[src/rtl/stream_pkg.sv]
// Shared helpers and default constants for the stream width converters.
package stream_pkg;

    localparam int DEFAULT_IN_WIDTH = 2;
    localparam int BYTE_LEN         = 8;

    // Number of bits needed to encode values 0..value-1 (0 for value <= 1).
    function automatic int clog2(input int value);
        int result;
        int remaining;
        result    = 0;
        remaining = value - 1;
        while (remaining > 0) begin
            result    = result + 1;
            remaining = remaining >> 1;
        end
        return result;
    endfunction

    // Physical lane position of the lane-th beat of a word.
    // With msb_first set, the first beat lands in the top lane.
    function automatic int mirror_lane(input int lane, input int ratio, input int msb_first);
        return (msb_first != 0) ? (ratio - 1 - lane) : lane;
    endfunction

endpackage

[src/rtl/stream_out_slot.sv]
// Single-entry registered valid/ready output stage carrying {data, last, lanes}.
module stream_out_slot #(
    parameter int DATA_W = 8,
    parameter int LANE_W = 3
) (
    input  logic              clk,
    input  logic              reset,
    input  logic              load,
    input  logic [DATA_W-1:0] load_data,
    input  logic              load_last,
    input  logic [LANE_W-1:0] load_lanes,
    output logic [DATA_W-1:0] out_data,
    output logic              out_valid,
    output logic              out_last,
    output logic [LANE_W-1:0] out_lanes,
    input  logic              out_ready,
    output logic              slot_free
);

    // The slot can take a new word if it is empty or its word leaves this cycle.
    assign slot_free = !out_valid || out_ready;

    // Load a new word, otherwise drop valid once consumed; payload holds its value.
    always_ff @(posedge clk) begin
        if (reset) begin
            out_data  <= '0;
            out_valid <= 1'b0;
            out_last  <= 1'b0;
            out_lanes <= '0;
        end else if (load) begin
            out_data  <= load_data;
            out_valid <= 1'b1;
            out_last  <= load_last;
            out_lanes <= load_lanes;
        end else if (out_ready) begin
            out_valid <= 1'b0;
        end
    end

endmodule

[src/rtl/stream_upsizer.sv]
// Packs narrow input beats into wide words with backpressure, lane order
// selection and end-of-frame flush of partial words.
module stream_upsizer
    import stream_pkg::*;
#(
    parameter int IN_WIDTH  = DEFAULT_IN_WIDTH,
    parameter int RATIO     = 4,
    parameter int MSB_FIRST = 0,
    localparam int LANE_W   = clog2(RATIO + 1)
) (
    input  logic                      clk,
    input  logic                      reset,
    input  logic [IN_WIDTH-1:0]       in_data,
    input  logic                      in_valid,
    input  logic                      in_last,
    output logic                      in_ready,
    output logic [IN_WIDTH*RATIO-1:0] out_data,
    output logic                      out_valid,
    output logic                      out_last,
    output logic [LANE_W-1:0]         out_lanes,
    input  logic                      out_ready
);

    localparam int CNT_W  = clog2(RATIO);
    localparam int DATA_W = IN_WIDTH * RATIO;

    logic [CNT_W-1:0]    cnt;
    logic [IN_WIDTH-1:0] acc [RATIO-1];
    logic                slot_free;
    logic                closing;
    logic                accept;
    logic                load;
    logic [DATA_W-1:0]   packed_word;
    logic [LANE_W-1:0]   fill_lanes;

    assign closing    = (cnt == CNT_W'(RATIO - 1)) || in_last;
    assign in_ready   = slot_free || !closing;
    assign accept     = in_valid && in_ready;
    assign load       = accept && closing;
    assign fill_lanes = LANE_W'(int'(cnt) + 1);

    // Beat counter: advances per accepted beat, wraps explicitly on a closing beat.
    always_ff @(posedge clk) begin
        if (reset) begin
            cnt <= '0;
        end else if (accept) begin
            if (closing) begin
                cnt <= '0;
            end else begin
                cnt <= cnt + CNT_W'(1);
            end
        end
    end

    // Accumulator keeps beats in arrival order; it is emptied when a word closes.
    always_ff @(posedge clk) begin
        if (reset || load) begin
            for (int i = 0; i < RATIO - 1; i++) begin
                acc[i] <= '0;
            end
        end else if (accept) begin
            for (int i = 0; i < RATIO - 1; i++) begin
                if (int'(cnt) == i) begin
                    acc[i] <= in_data;
                end
            end
        end
    end

    // Assemble the outgoing word: stored beats, the closing beat, zeros above it.
    always_comb begin
        packed_word = '0;
        for (int i = 0; i < RATIO - 1; i++) begin
            if (i < int'(cnt)) begin
                packed_word[mirror_lane(i, RATIO, MSB_FIRST)*IN_WIDTH +: IN_WIDTH] = acc[i];
            end else if (i == int'(cnt)) begin
                packed_word[mirror_lane(i, RATIO, MSB_FIRST)*IN_WIDTH +: IN_WIDTH] = in_data;
            end
        end
        if (int'(cnt) == RATIO - 1) begin
            packed_word[mirror_lane(RATIO - 1, RATIO, MSB_FIRST)*IN_WIDTH +: IN_WIDTH] = in_data;
        end
    end

    stream_out_slot #(
        .DATA_W (DATA_W),
        .LANE_W (LANE_W)
    ) u_slot (
        .clk        (clk),
        .reset      (reset),
        .load       (load),
        .load_data  (packed_word),
        .load_last  (in_last),
        .load_lanes (fill_lanes),
        .out_data   (out_data),
        .out_valid  (out_valid),
        .out_last   (out_last),
        .out_lanes  (out_lanes),
        .out_ready  (out_ready),
        .slot_free  (slot_free)
    );

endmodule

[config.mk]
export PLATFORM = sky130hd
export DESIGN_NAME = stream_upsizer
export DESIGN_NICKNAME = d
export VERILOG_FILES = /design/src/rtl/stream_pkg.sv /design/src/rtl/stream_out_slot.sv /design/src/rtl/stream_upsizer.sv
export SDC_FILE = /design/constraint.sdc
export NUM_CORES = 1
export LEC_CHECK = 0
export ABC_CLOCK_PERIOD_IN_PS = 3200
export CORE_ASPECT_RATIO = 1.75
export CORE_MARGIN = 2
export CORE_UTILIZATION = 40
export DETAILED_ROUTE_END_ITERATION = 8
export HOLD_SLACK_MARGIN = 0.02
export PLACE_DENSITY = 0.65
export SETUP_SLACK_MARGIN = 0.02
export SLEW_MARGIN = 40
export SYNTH_ARGS = -nofsm -noshare
export SYNTH_HDL_FRONTEND = slang
export SYNTH_SLANG_ARGS = --single-unit
[constraint.sdc]
create_clock -name clk -period 3.2 [get_ports clk]
set_input_delay 0.64 -clock clk [delete_from_list [all_inputs] [get_ports clk]]
set_output_delay 0.64 -clock clk [all_outputs]
set_load 0.01 [all_outputs]
==> flow_summary.json <==
{
  "status": "finished clean",
  "clk_latency_ns": 0.25,
  "die_h_um": 69.7,
  "cts_tree": "built",
  "r2r_cells": 4,
  "overflow": 0,
  "yosys.area_share.simple_pct": 16.5,
  "synth_mux_area_share_pct": 3.04,
  "min_period_ns": 2.69,
  "wirelength_mm": 2.10,
  "irDropWorstVdd_mv": 0.199,
  "max_freq_ghz": 0.372,
  "worst_slew_pin_slew_ns": 0.587,
  "gp_congestion": 0.848,
  "hold_path.class": "reg -> reg",
  "max-clock-path-buffers": 2,
  "first_global_vias": 749,
  "setup_tns_ns": 0,
  "cts_hold_buf": 0,
  "static-leakage-power_nw": 0.452,
  "cts_setup_buffers": 0,
  "synthDominantCellAreaShare_pct": 30.4,
  "cts_buffers": 3,
  "path_class": "in -> out",
  "ys_async_sr_fraction_pct": 0,
  "ios": 21,
  "yosysTopAreaCell": "dfxtp_1",
  "synth_xor_xnor_area_share_pct": 0,
  "synth-warning-count": 0,
  "drc": 0,
  "path_max_fanout": 12,
  "ant_nets": 0,
  "rr_startpoint": "cnt[0]",
  "powerDensity_mw_per_mm2": 444,
  "htree_levels": 1,
  "path_clk_slew_ns": 0.07,
  "cts-root-buf": "clkbuf_8",
  "grt_max_degree": 17,
  "critPathArrivalTime_ns": 2.05,
  "fin_skew_ns": 0.00286,
  "grt_pass1_wl_mm": 3.52,
  "first_pass_iters": 4,
  "finalSetupViolCount": 0,
  "whs_ns": 0.463,
  "vias_per_cell": 5.68,
  "dieArea_mm2": 0.00290,
  "rsz0062_at_grt": "no",
  "grtUsageTotal_pct": 15.2,
  "critPathLaunchType": "input port",
  "cts_resized": 0,
  "netlist_instances": 95,
  "synth.distinct_cells": 33,
  "drive_above_1_share_pct": 6.14,
  "final.period_utilization_pct": 84.0,
  "final_nets": 126,
  "antenna_found_initial": 0,
  "reg2reg_slack_ns": 1.38,
  "ys.flop_type": "dfxtp_1",
  "cap_violations": 0,
  "routedWlPerCell_um": 15.1,
  "synthesis.nets": 106,
  "insertedDiodeCount": 0,
  "synth_top_family_by_area": "compound AO/OA/AOI/OAI gates",
  "hold_end": "u_slot.out_lanes[1]",
  "io_buffers": 20,
  "synth_seq_cells": 21,
  "synth_compound_area_share_pct": 21.5,
  "postLayoutCoreUtil_pct": 53.3,
  "area_growth_pct": 24.3,
  "slew_viol_final": 0,
  "place_hpwl_mm": 1.56,
  "numClockSinks": 21,
  "yosysMostFrequentCell": "dfxtp_1",
  "initial_core_util_pct": 42.9,
  "drtIter0Drc": 26,
  "cp-end-kind": "output pin",
  "hold_depth": 2,
  "max_slew_margin_pct": 60.7,
  "synth_seq_area_share_pct": 48.7,
  "synthAdderAreaFrac_pct": 5.07,
  "vias": 790,
  "hp-start": "u_slot.out_lanes[1]",
  "synth_common_cells": "dfxtp_1, a31oi_1, a211oi_1, a21oi_1, edfxtp_1",
  "yosys-top-cells-area": "dfxtp_1, edfxtp_1, a211oi_1",
  "rows": 23,
  "worstReg2RegEnd": "acc[0][3]",
  "core_mm2": 0.00230,
  "worst-endpoint-required_ns": 2.56,
  "synth_edf_count": 6,
  "die_w_um": 41.6,
  "hold_viol_final": 0,
  "synth_area_um2": 987,
  "syn_avg_cell_area_um2": 10.4
}
[flip-flops by register name (all words and copies together) (netlist names)]
register / cells
u_slot.out_data: 8
acc: 6
u_slot.out_valid: 1
u_slot.out_last: 1
cnt: 2
u_slot.out_lanes: 3
[layout by cell type (no fill, tap or decap)]
master / n
and3b_1: 2
clkdlybuf4s50_1: 20
mux2i_1: 3
inv_2: 1
a31oi_1: 9
and2_1: 2
inv_1: 3
dfxtp_1: 15
nand4_1: 2
nor2b_1: 1
o31ai_1: 2
o21a_1: 1
and2b_1: 1
edfxtp_1: 6
nand2_1: 5
a21oi_1: 6
ha_1: 4
nor2_4: 1
nor4b_1: 2
nor3_1: 1
o22ai_1: 1
clkbuf_1: 1
nor2_1: 3
and3_1: 1
o21ai_0: 4
nand3_1: 1
o32ai_1: 1
or2_4: 1
a22o_1: 1
nor3_4: 1
a211oi_1: 8
nand2b_1: 1
clkbuf_8: 3
[cells by family (layout without fill, tap and decap cells)]
group	after synthesis	count (layout)
and+or+nand+nor	25	25
adders and majority gates	4	4
AOI/OAI and AO/OA	33	33
buffers and inverters	9	28
muxes	3	3
DFF	21	21
[power by group]
part,internal (mW),switching (mW),total (mW)
Combinational,0.0390,0.0439,0.0829
Sequential,0.289,0.00771,0.297
Clock,0.0884,0.0771,0.165
Total,0.416,0.129,0.545
[critical path, cell delays in order]
cell and delay (ns):
clkdlybuf4s50_1 0.47, or2_4 0.32, nand2_1 0.08, clkdlybuf4s50_1 0.53
[area by class of cell]
cell class                 instances  area (µm²)
multi-input combinational         65         455
fill                             218        1070
inverter                           4        15.0
timing repair buffer              20         200
clock buffer                       4        45.0
sequential                        21         480
tap                               25        31.3
[how the worst max path moves through the flow]
stage          cells after the start  slack (ns)    start  endpoint
6_report                           4        0.51  in_last  in_ready
3_5_place_dp                       4        0.51  in_last  in_ready
5_1_grt                            4        0.46  in_last  in_ready
4_1_cts                            4        0.51  in_last  in_ready
3_3_place_gp                       4        0.52  in_last  in_ready
2_1_floorplan                      5        1.42   cnt[0]  in_ready
[stage by stage]
stage	instance area, µm²	power [mW]	instances	setup WS [ns]
global placement	1180	0.384	135	0.521
CTS	1230	0.550	139	0.511
floorplan	987	0.349	95	1.42
global route	1230	0.570	139	0.462
finish	1230	0.545	139	0.514
detailed placement	1180	0.385	135	0.514
[metal layers]
metal  routed length, µm  share of wire, %  vias to the layer above  global-route usage (%)
met5                   0                 0                        -                       0
met4                  36               1.7                        0                    7.53
met3                  68               3.2                        2                    2.60
met2                1070                51                       22                    24.8
met1                 925                44                      368                    18.7
li1                    -                 -                      398                       -
No activity file was read; power rests on OpenSTA's default activity.
